[src/rtl/roberto_pkg.sv]
// rtl/roberto_pkg.sv - shared 7O1 serial frame constants and FSM state codes
//
// Shared by the serial RX and TX:
//   estado_t          : FSM state encodings (also exported as db_estado)
//   DATA_BITS         : data bits per frame (7)
//   PARIDADE_IMPAR    : 1 selects odd parity
//   erro_paridade_7o1 : 1 when data plus parity bit do not match the configured parity
package roberto_pkg;

  localparam int DATA_BITS = 7;
  localparam logic PARIDADE_IMPAR = 1'b1;

  typedef enum logic [3:0] {
    st_inicial  = 4'd0,
    st_espera   = 4'd1,
    st_start    = 4'd2,
    st_dados    = 4'd3,
    st_paridade = 4'd4,
    st_stop     = 4'd5,
    st_armazena = 4'd6,
    st_repouso  = 4'd7
  } estado_t;

  // Odd parity: the XOR of data plus parity must be 1.
  // A mismatch against PARIDADE_IMPAR flags the error.
  function automatic logic erro_paridade_7o1(input logic [DATA_BITS-1:0] d, input logic p);
    return (^{d, p}) != PARIDADE_IMPAR;
  endfunction

endpackage

[src/rtl/contador_m.sv]
// rtl/contador_m.sv - modulo-M cycle counter with clear, enable and terminal flag
//
// Ports:
//   clock, reset : system clock, asynchronous active-low reset
//   zera         : synchronous clear (has priority over conta)
//   conta        : count enable; wraps from M-1 to 0
//   q            : current count
//   fim          : high while q == M-1
module contador_m #(
  parameter int M = 434,
  parameter int W = (M > 1) ? $clog2(M) : 1
) (
  input  logic         clock,
  input  logic         reset,
  input  logic         zera,
  input  logic         conta,
  output logic [W-1:0] q,
  output logic         fim
);

  always_ff @(posedge clock or negedge reset) begin
    if (!reset) begin
      q <= '0;
    end else if (zera) begin
      q <= '0;
    end else if (conta) begin
      if (q == W'(M - 1)) begin
        q <= '0;
      end else begin
        q <= q + W'(1);
      end
    end
  end

  assign fim = (q == W'(M - 1));

endmodule

[src/rtl/roberto_rx_serial.sv]
// rtl/roberto_rx_serial.sv - 7O1 asynchronous serial receiver
//
// Ports:
//   clock, reset   : system clock, asynchronous active-low reset
//   entrada_serial : serial line, idle high (start, 7 data LSB first, odd parity, stop)
//   recebe_dado    : consumer acknowledge, clears tem_dado and erro_overrun
//   dado_recebido  : last received 7 data bits
//   pronto         : one-cycle pulse when a frame has been stored
//   tem_dado       : unread data present in dado_recebido
//   erro_paridade  : parity error of the last frame
//   erro_stop      : stop bit of the last frame sampled low
//   erro_overrun   : sticky, a frame completed while tem_dado was still set
//   db_estado      : current FSM state code
module roberto_rx_serial
  import roberto_pkg::*;
#(
  parameter int CICLOS_BIT = 434
) (
  input  logic                 clock,
  input  logic                 reset,
  input  logic                 entrada_serial,
  input  logic                 recebe_dado,
  output logic [DATA_BITS-1:0] dado_recebido,
  output logic                 pronto,
  output logic                 tem_dado,
  output logic                 erro_paridade,
  output logic                 erro_stop,
  output logic                 erro_overrun,
  output logic [3:0]           db_estado
);

  localparam int CW   = $clog2(CICLOS_BIT);
  localparam int HALF = CICLOS_BIT / 2;

  estado_t estado, proximo;

  logic sync1, rx;
  logic [CW-1:0] ciclo;
  logic fim_bit, fim_meio;
  logic zera, conta;
  logic [2:0] bit_cnt;
  logic bit_inc;
  logic amostra_dado, amostra_par, amostra_stop;
  logic [DATA_BITS-1:0] desloca;
  logic bit_par, bit_stop;

  // Two-stage synchronizer; resets to the idle level so no false start after reset.
  always_ff @(posedge clock or negedge reset) begin
    if (!reset) begin
      sync1 <= 1'b1;
      rx    <= 1'b1;
    end else begin
      sync1 <= entrada_serial;
      rx    <= sync1;
    end
  end

  contador_m #(.M(CICLOS_BIT), .W(CW)) u_contador (
    .clock (clock),
    .reset (reset),
    .zera  (zera),
    .conta (conta),
    .q     (ciclo),
    .fim   (fim_bit)
  );

  // The start bit is sampled half a bit period in, which centres every later sample.
  assign fim_meio = (ciclo == CW'(HALF - 1));

  always_ff @(posedge clock or negedge reset) begin
    if (!reset) begin
      estado <= st_inicial;
    end else begin
      estado <= proximo;
    end
  end

  always_comb begin
    proximo      = estado;
    amostra_dado = 1'b0;
    amostra_par  = 1'b0;
    amostra_stop = 1'b0;
    bit_inc      = 1'b0;
    case (estado)
      st_inicial: proximo = st_espera;
      st_espera: begin
        if (!rx) proximo = st_start;
      end
      st_start: begin
        if (fim_meio) proximo = rx ? st_espera : st_dados;
      end
      st_dados: begin
        if (fim_bit) begin
          amostra_dado = 1'b1;
          if (bit_cnt == 3'(DATA_BITS - 1)) proximo = st_paridade;
          else bit_inc = 1'b1;
        end
      end
      st_paridade: begin
        if (fim_bit) begin
          amostra_par = 1'b1;
          proximo     = st_stop;
        end
      end
      st_stop: begin
        if (fim_bit) begin
          amostra_stop = 1'b1;
          proximo      = st_armazena;
        end
      end
      st_armazena: proximo = bit_stop ? st_espera : st_repouso;
      st_repouso: begin
        if (rx) proximo = st_espera;
      end
      default: proximo = st_inicial;
    endcase
  end

  // Both counters restart whenever the state changes.
  assign zera  = (proximo != estado);
  assign conta = ~zera;

  always_ff @(posedge clock or negedge reset) begin
    if (!reset) begin
      bit_cnt <= '0;
    end else if (zera) begin
      bit_cnt <= '0;
    end else if (bit_inc) begin
      bit_cnt <= bit_cnt + 3'd1;
    end
  end

  always_ff @(posedge clock or negedge reset) begin
    if (!reset) begin
      desloca  <= '0;
      bit_par  <= 1'b0;
      bit_stop <= 1'b0;
    end else begin
      if (amostra_dado) desloca <= {rx, desloca[DATA_BITS-1:1]};
      if (amostra_par)  bit_par  <= rx;
      if (amostra_stop) bit_stop <= rx;
    end
  end

  always_ff @(posedge clock or negedge reset) begin
    if (!reset) begin
      dado_recebido <= '0;
      erro_paridade <= 1'b0;
      erro_stop     <= 1'b0;
      tem_dado      <= 1'b0;
      erro_overrun  <= 1'b0;
      pronto        <= 1'b0;
    end else begin
      pronto <= (estado == st_armazena);
      if (estado == st_armazena) begin
        // Data is kept even when the frame carries an error.
        dado_recebido <= desloca;
        erro_paridade <= erro_paridade_7o1(desloca, bit_par);
        erro_stop     <= ~bit_stop;
        // A new frame beats a simultaneous acknowledge.
        tem_dado      <= 1'b1;
      end else if (recebe_dado) begin
        tem_dado <= 1'b0;
      end
      if (recebe_dado) begin
        erro_overrun <= 1'b0;
      end else if (estado == st_armazena && tem_dado) begin
        erro_overrun <= 1'b1;
      end
    end
  end

  assign db_estado = estado;

endmodule

[config.mk]
export PLATFORM = sky130hd
export DESIGN_NAME = roberto_rx_serial
export DESIGN_NICKNAME = d
export VERILOG_FILES = /design/src/rtl/roberto_pkg.sv /design/src/rtl/contador_m.sv /design/src/rtl/roberto_rx_serial.sv
export SDC_FILE = /design/constraint.sdc
export NUM_CORES = 1
export LEC_CHECK = 0
export BUFFER_PORTS_ARGS = -buffer_cell sky130_fd_sc_hd__buf_4
export CAP_MARGIN = 20
export CORE_MARGIN = 4
export CORE_UTILIZATION = 39
export DETAILED_ROUTE_END_ITERATION = 16
export PLACE_DENSITY = 0.55
export SYNTH_ARGS = -nofsm -noshare
export SYNTH_HDL_FRONTEND = slang
export SYNTH_HIERARCHICAL = 1
export SYNTH_SLANG_ARGS = --single-unit
[constraint.sdc]
create_clock -name clock -period 3.65 [get_ports clock]
set_input_delay 0.73 -clock clock [delete_from_list [all_inputs] [get_ports clock]]
set_output_delay 0.73 -clock clock [all_outputs]
set_load 0.02 [all_outputs]
==> results.toml, run 1 <==
[run_status]
outcome = "completed"

[timing]
clock.fmax_mhz = 314.5
rsz0062_at_grt = "false"
fin_crit_ps = 3180
clock-skew-final_ps = 6.457
report.final.setup_viol = 0
final_min_period_over_clock_period = 0.8712
tightest_slew_ps = 606.4
tns_ps = 0
timing.final.hold_violations = 0
timing_max_transition_violations_final = 0
timing.final.ws_setup_ps = 470.1
maxSlewHeadroom = 0.5942

[clocking]
ctsLongestPathBuffers = 2
clkLatencyLatePin_ps = 290
ctsRootBufferMaster = "sky130_fd_sc_hd__clkbuf_8"
tritoncts = "built"
htree_levels = 2
cts-hold-fix-buffers = 0
post_cts_repair_timing_setup_buffer_count = 0
cts-resized-gates = 0
clkTransAtPathRegs_ps = 80
clock-sinks = 39
cts_buf_count = 5

[power_and_ir_drop]
sw_share = 0.2400
pwr-share-seq = 0.495
p_sw_uw = 220.7
p_leak_nw = 1.052
vdd.ir_drop.worst_v = 0.0001714
power_frac_clock = 0.415
power_density_nw_per_um2 = 395.4
share_comb_of_total_power = 0.090
cell_internal_pwr_uw = 699.0

[final_layout]
layout-area-overhead-vs-synth_pct = 15.47
final_net_count = 221
n_antenna_cell = 0
drive_gt1_frac = 0.2290

[grt]
antenna_violations_before_repair = 0
grt_start_max_net_pins = 40
grt_pass1_wl_um = 6748
number_of_global_route_vias_before_repair = 1398
grtUsageTotal = 0.1378
grt_overflow = 0

[place]
numPortBuffers = 19
globalplace.congestion = 0.8774
detailedPlace.worstSlack_ps = 511.2
hpwl_um = 2742

[logic_synthesis]
synth-main-ff-cell = "sky130_fd_sc_hd__dfrtp_1"
async_reset_ff_frac = 1.000
yosysWarnings = 6
synth-edff-count = 0
avgSynthCellArea_um2 = 10.49
synth.cell_area_um2 = 2014
synth_fp_nets = 200
yosys_register_bits = 39
seq_total_area_yosys = 0.4857
synth.distinct_cells = 47
netlist_instances = 192

[worst_hold_path]
min_from = "sync1"
holdCritPathClass = "reg -> reg"

[detailed_routing]
antenna_left = 0
detail_route.iter0.violations = 73
number_of_remaining_drc_errors = 0
drt-vias-per-instance = 5.078
drt_first_pass_iters = 4
routed_wl_um = 3771
wire_per_inst_um = 13.42
vias = 1427

[worst_setup_path]
timing.setup.critical_path_class = "reg -> reg"
critPathMaxFanout = 9
critical_path.startpoint = "u_contador/q[1]"
critical_path.reg2reg.startpoint = "u_contador/q[1]"
crit_path_start_kind = "flop"
arrival_time_of_data_at_the_critical_path_endpoint_ps = 3390
end_kind = "flop"
worst-endpoint-required_ps = 3860

[die]
floorplan.die_area_um2 = 6379
core-area_um2 = 4848
io-pin-count = 20
core_rows = 25
fp.dieW_um = 79.87
floorplan.initialDensity = 0.4155
floorplan.die.height_um = 79.87

[flow_run]
timing.max_cap.violations = 0
## cell usage in the layout (no fill, tap or decap), drive strengths merged, types with 6 or more instances in the layout
| cell | synthesis | routed |
|---|---|---|
| mux2 | 10 | 10 |
| inv | 7 | 8 |
| dfrtp | 37 | 37 |
| nand3 | 6 | 6 |
| buf | 4 | 19 |
| clkbuf | 1 | 6 |
| o21ai | 11 | 11 |
| xnor2 | 12 | 12 |
| nand2 | 36 | 36 |
| nor2 | 11 | 11 |
## registers in the layout, indices dropped and copies added, names as in the netlist, 3 cells and up
signal and count:
u_contador/q 9, db_estado 4, bit_cnt 3, dado_recebido 7, desloca 7
## power by group through the flow
stage / sequential (mW) / clock (mW) / combinational (mW)
6_report: 0.456 / 0.382 / 0.0826
3_3_place_gp: 0.464 / 0 / 0.0812
5_1_grt: 0.459 / 0.418 / 0.0917
4_1_cts: 0.456 / 0.394 / 0.0830
3_5_place_dp: 0.464 / 0 / 0.0829
2_1_floorplan: 0.459 / 0 / 0.0631
## synth_stat cells, drive strengths merged, types with 2 or more instances
| master | n | area (µm²) |
|---|---|---|
| dfrtp | 37 | 925.9 |
| nand2 | 36 | 137.6 |
| xnor2 | 12 | 105.1 |
| nor2 | 11 | 41.29 |
| o21ai | 11 | 55.05 |
| mux2 | 10 | 112.6 |
| inv | 7 | 26.27 |
| nand3 | 6 | 30.03 |
| a211oi | 4 | 30.03 |
| a21oi | 4 | 20.02 |
| buf | 4 | 32.53 |
| ha | 4 | 50.05 |
| nor2b | 4 | 25.02 |
| or3 | 4 | 35.03 |
| nor3 | 3 | 15.01 |
| xor2 | 3 | 26.28 |
| a21o | 2 | 15.01 |
| and2b | 2 | 15.01 |
| dfstp | 2 | 52.55 |
| mux2i | 2 | 20.02 |
| nand2b | 2 | 12.51 |
| nand4b | 2 | 17.52 |
| nor4b | 2 | 38.78 |
| o31ai | 2 | 28.78 |
## per-layer routing
metal / up-vias / wire, µm / GRT usage
met5: - / 0 / 0
met3: 9 / 158 / 0.03273
met4: 0 / 89 / 0.06757
met1: 685 / 1713 / 0.1767
li1: 703 / - / -
met2: 30 / 1809 / 0.2170
## critical path, cell delays in order (launching register included)
cell                        delay (ps)
sky130_fd_sc_hd__dfrtp_1           430
sky130_fd_sc_hd__inv_1              80
sky130_fd_sc_hd__ha_1              140
sky130_fd_sc_hd__nand4b_1           90
sky130_fd_sc_hd__nor2_1            490
sky130_fd_sc_hd__xnor2_1           210
sky130_fd_sc_hd__a2111oi_4         410
sky130_fd_sc_hd__o31ai_4           140
sky130_fd_sc_hd__a21oi_1           380
sky130_fd_sc_hd__inv_1             140
sky130_fd_sc_hd__or3_4             410
sky130_fd_sc_hd__o21ai_0           170
## cells by family after synthesis
| family | Yosys count | share of synthesized area |
|---|---|---|
| xor+xnor | 15 | 0.06522 |
| other cells | 1 | 0.001862 |
| compound gates | 30 | 0.1118 |
| mux | 12 | 0.06584 |
| buf+inv | 12 | 0.03105 |
| fa+ha+maj | 4 | 0.02485 |
| flops | 39 | 0.4857 |
| simple gates | 79 | 0.2137 |
## final timing paths
path,end,slack [ps],cells past startpoint
setup / recovery,u_contador/q[0],470,11
hold / removal,rx,360,0
setup reg to reg,u_contador/q[0],470,11
hold reg to reg,rx,360,0
max in group asynchronous,sync1,2890,1
min in group asynchronous,erro_paridade,390,1
## cell type report
cell class                      instances  area [µm²]
Clock inverter                          2       38.79
Tap cell                               67       83.83
Sequential cell                        39       978.4
Fill cell                             448        2522
Timing Repair Buffer                   19       142.6
Multi-Input combinational cell        141       973.4
Inverter                                7       26.28
Clock buffer                            6       82.58
## metrics by stage
| step | total power, mW | util | instances | hold WS [ps] | area (µm²) |
|---|---|---|---|---|---|
| floorplan | 0.5221 | - | 192 | 345.2 | 2014 |
| global placement | 0.5449 | 0.4547 | 273 | 346.6 | 2205 |
| detailed placement | 0.5474 | 0.4547 | 273 | 351.9 | 2205 |
| CTS | 0.9329 | 0.4797 | 281 | 364.2 | 2326 |
| global route | 0.9685 | 0.4797 | 281 | 371.9 | 2326 |
| finish | 0.9198 | 0.4797 | 281 | 363.8 | 2326 |
(Power assumes the default switching activity.)
==> run 2, diff against run 1 <==
--- a/config.mk
+++ b/config.mk
@@ -5,12 +5,14 @@
 export SDC_FILE = /design/constraint.sdc
 export NUM_CORES = 1
 export LEC_CHECK = 0
+export ABC_AREA = 1
 export BUFFER_PORTS_ARGS = -buffer_cell sky130_fd_sc_hd__buf_4
 export CAP_MARGIN = 20
 export CORE_MARGIN = 4
 export CORE_UTILIZATION = 39
+export CTS_CLUSTER_SIZE = 30
 export DETAILED_ROUTE_END_ITERATION = 16
-export PLACE_DENSITY = 0.55
+export PLACE_DENSITY = 0.54
 export SYNTH_ARGS = -nofsm -noshare
 export SYNTH_HDL_FRONTEND = slang
 export SYNTH_HIERARCHICAL = 1
==> results.toml, run 2 <==
[run_status]
outcome = "completed"

[worst_setup_path]
arrival_time_of_data_at_the_critical_path_endpoint_ps = 3010
timing.reg2reg.worst_path_depth = 18
timing.setup.critical_path_class = "reg -> reg"
crit_path_start_kind = "flop"
end_kind = "flop"
reg2reg_slack_ps = 820
critPathMaxFanout = 7
worst-endpoint-required_ps = 3830

[final_layout]
largest_register_ff_count = 9
final_net_count = 281
n_antenna_cell = 0
layout.cells.most_common = "sky130_fd_sc_hd__nand2_1"
drive_gt1_frac = 0.2190
reg_top3 = "u_contador/q (9), dado_recebido (7), desloca (7)"
layout-area-overhead-vs-synth_pct = 15.13
num-fill-cells = 514
largest-register = "u_contador/q"
final_cell_mix = "sky130_fd_sc_hd__nand2_1 (76), sky130_fd_sc_hd__dfrtp_1 (37), sky130_fd_sc_hd__inv_1 (31)"
stdcell_area_um2 = 2361
instances_no_fill = 344

[detailed_routing]
detail_route.iter0.violations = 67
vias = 1527
wire_per_inst_um = 10.83
drt_first_pass_iters = 4
drt-vias-per-instance = 4.439
number_of_remaining_drc_errors = 0
routed_wl_um = 3726
antenna_left = 0

[logic_synthesis]
synth_common_cells = "sky130_fd_sc_hd__nand2_1 (76), sky130_fd_sc_hd__dfrtp_1 (37), sky130_fd_sc_hd__inv_1 (31)"
synth_area_leader_cell = "sky130_fd_sc_hd__dfrtp_1"
synth.distinct_cells = 29
synth-edff-count = 0
yosys_register_bits = 39
yosys.cell_count.top_type = "sky130_fd_sc_hd__nand2_1"
netlist_instances = 249
synth_top_cells_by_area = "sky130_fd_sc_hd__dfrtp_1 (45%), sky130_fd_sc_hd__nand2_1 (14%), sky130_fd_sc_hd__inv_1 (5.7%), sky130_fd_sc_hd__o21ai_0 (3.9%), sky130_fd_sc_hd__nor2_2 (3.1%)"
seq_total_area_yosys = 0.4771
synth.cell_area_um2 = 2051
yosysTopAreaCellShare = 0.4515
async_reset_ff_frac = 1.000
yosysWarnings = 6
avgSynthCellArea_um2 = 8.236
synth_fp_nets = 257
synth-main-ff-cell = "sky130_fd_sc_hd__dfrtp_1"

[timing]
final_min_period_over_clock_period = 0.7748
maxSlewHeadroom = 0.4769
clock.fmax_mhz = 353.6
tns_ps = 0
tightest_slew_ps = 778.7
clock-skew-final_ps = 6.553
timing_max_transition_violations_final = 0
timing.final.ws_setup_ps = 822.0
timing.final.hold_violations = 0
rsz0062_at_grt = "false"
report.final.setup_viol = 0
fin_crit_ps = 2828

[die]
floorplan.initialDensity = 0.4015
core_rows = 26
floorplan.die_area_um2 = 6483
floorplan.die.height_um = 80.52
fp.dieW_um = 80.52
core-area_um2 = 5107
io-pin-count = 20

[power_and_ir_drop]
p_leak_nw = 1.142
power_density_nw_per_um2 = 410.1
p_sw_uw = 321.9
share_comb_of_total_power = 0.213
power_frac_clock = 0.301
sw_share = 0.3325
pwr-share-seq = 0.486
vdd.ir_drop.worst_v = 0.0002059
cell_internal_pwr_uw = 646.3

[place]
detailedPlace.worstSlack_ps = 801.3
post_dp_cell_area_um2 = 2272
numPortBuffers = 19
hpwl_um = 2768
globalplace.congestion = 0.8475
placedCellCount = 336

[grt]
antenna_violations_before_repair = 0
grt_start_max_net_pins = 40
grtUsageTotal = 0.1388
number_of_global_route_vias_before_repair = 1527
grt_overflow = 0
grt_pass1_wl_um = 6948

[worst_hold_path]
holdCritPathClass = "reg -> reg"
hold_depth = 0

[clocking]
cts-resized-gates = 0
clkTransAtPathRegs_ps = 80
htree_levels = 2
clkLatencyLatePin_ps = 290
tritoncts = "built"
ctsRootBufferMaster = "sky130_fd_sc_hd__clkbuf_8"
post_cts_repair_timing_setup_buffer_count = 0
cts-hold-fix-buffers = 0
ctsLongestPathBuffers = 2
cts_buf_count = 5
clock-sinks = 39

[flow_run]
timing.max_cap.violations = 0
-- run 2: cell count changes after synthesis, moves of 5 or more --
cell                      before  now
sky130_fd_sc_hd__xnor2_1      12    6
sky130_fd_sc_hd__nor2_2        0   10
sky130_fd_sc_hd__nand4_1       1    6
sky130_fd_sc_hd__inv_2         1    7
sky130_fd_sc_hd__inv_1         6   31
sky130_fd_sc_hd__nand2_1      35   76
sky130_fd_sc_hd__mux2_2       10    0
sky130_fd_sc_hd__o21ai_0       9   16
-- run 2: worst max-delay path, stage by stage (launching register included) --
cell and delay (ps):
sky130_fd_sc_hd__dfrtp_1 410, sky130_fd_sc_hd__inv_1 80, sky130_fd_sc_hd__ha_1 180, sky130_fd_sc_hd__nand4_1 90
sky130_fd_sc_hd__nor3_1 610, sky130_fd_sc_hd__nand3_1 160, sky130_fd_sc_hd__nand3_1 130, sky130_fd_sc_hd__nand2_1 50
sky130_fd_sc_hd__inv_1 70, sky130_fd_sc_hd__nand3_2 90, sky130_fd_sc_hd__nand2_2 70, sky130_fd_sc_hd__nand2_2 60
sky130_fd_sc_hd__nand2_4 120, sky130_fd_sc_hd__inv_2 70, sky130_fd_sc_hd__nor2_4 150, sky130_fd_sc_hd__inv_2 70
sky130_fd_sc_hd__nand2_1 80, sky130_fd_sc_hd__xor2_1 170, sky130_fd_sc_hd__nor2_2 50
-- run 2: path summary, 6_finish.rpt --
kind	startpoint	endpoint
max	u_contador/q[1]	u_contador/q[4]
max in group asynchronous	reset	sync1
min in group asynchronous	reset	u_contador/q[2]
min reg2reg	sync1	rx
max reg2reg	u_contador/q[1]	u_contador/q[4]
min	sync1	rx
-- run 2: power groups by stage --
| stage | clock network [mW] | logic [mW] | registers (mW) |
|---|---|---|---|
| finish | 0.291 | 0.207 | 0.471 |
| global route | 0.325 | 0.232 | 0.475 |
| CTS | 0.308 | 0.211 | 0.471 |
| detailed placement | 0 | 0.210 | 0.479 |
| global placement | 0 | 0.208 | 0.480 |
| floorplan | 0 | 0.141 | 0.489 |
-- run 2: metrics by stage --
| stage | power [mW] | util | hold WS, ps |
|---|---|---|---|
| 5_1_grt | 1.032 | 0.4623 | 364.6 |
| 3_3_place_gp | 0.6877 | 0.4449 | 345.9 |
| 2_1_floorplan | 0.6303 | - | 345.2 |
| 4_1_cts | 0.9890 | 0.4623 | 359.9 |
| 3_5_place_dp | 0.6895 | 0.4449 | 348.7 |
| 6_report | 0.9682 | 0.4623 | 359.2 |
-- run 2: cell type report --
type,count,area [µm²],area share
clock buffers,5,68.82,0.02915
flip-flops and latches,39,978.4,0.4144
multi-input cells,170,920.9,0.3900
clock inverters,3,20.02,0.008479
well taps,70,87.58,0.03710
repair buffers,19,142.6,0.06041
inverters,38,142.6,0.06041
-- run 2: kinds of logic (layout without fill, tap and decap cells) --
kind of cell               after synthesis  count (layout)  share of synthesized area
and+or+nand+nor                        130             130                     0.3105
buffers and inverters                   40              65                    0.07382
DFF                                     39              39                     0.4771
AOI/OAI and AO/OA                       22              22                    0.05614
xor gates and xnor gates                12              12                    0.05125
adders and majority gates                4               4                    0.02441
other                                    1               1                   0.001829
muxes                                    1               1                   0.004881
-- run 2: per-layer routing --
| metal | share of wire | wire length [µm] | GRT usage | up-vias |
|---|---|---|---|---|
| met5 | 0 | 0 | 0 | - |
| met4 | 0.0081 | 30 | 0.05574 | 0 |
| met3 | 0.046 | 173 | 0.04036 | 2 |
| met2 | 0.47 | 1751 | 0.2210 | 26 |
| met1 | 0.48 | 1770 | 0.1760 | 684 |
| li1 | - | - | - | 815 |
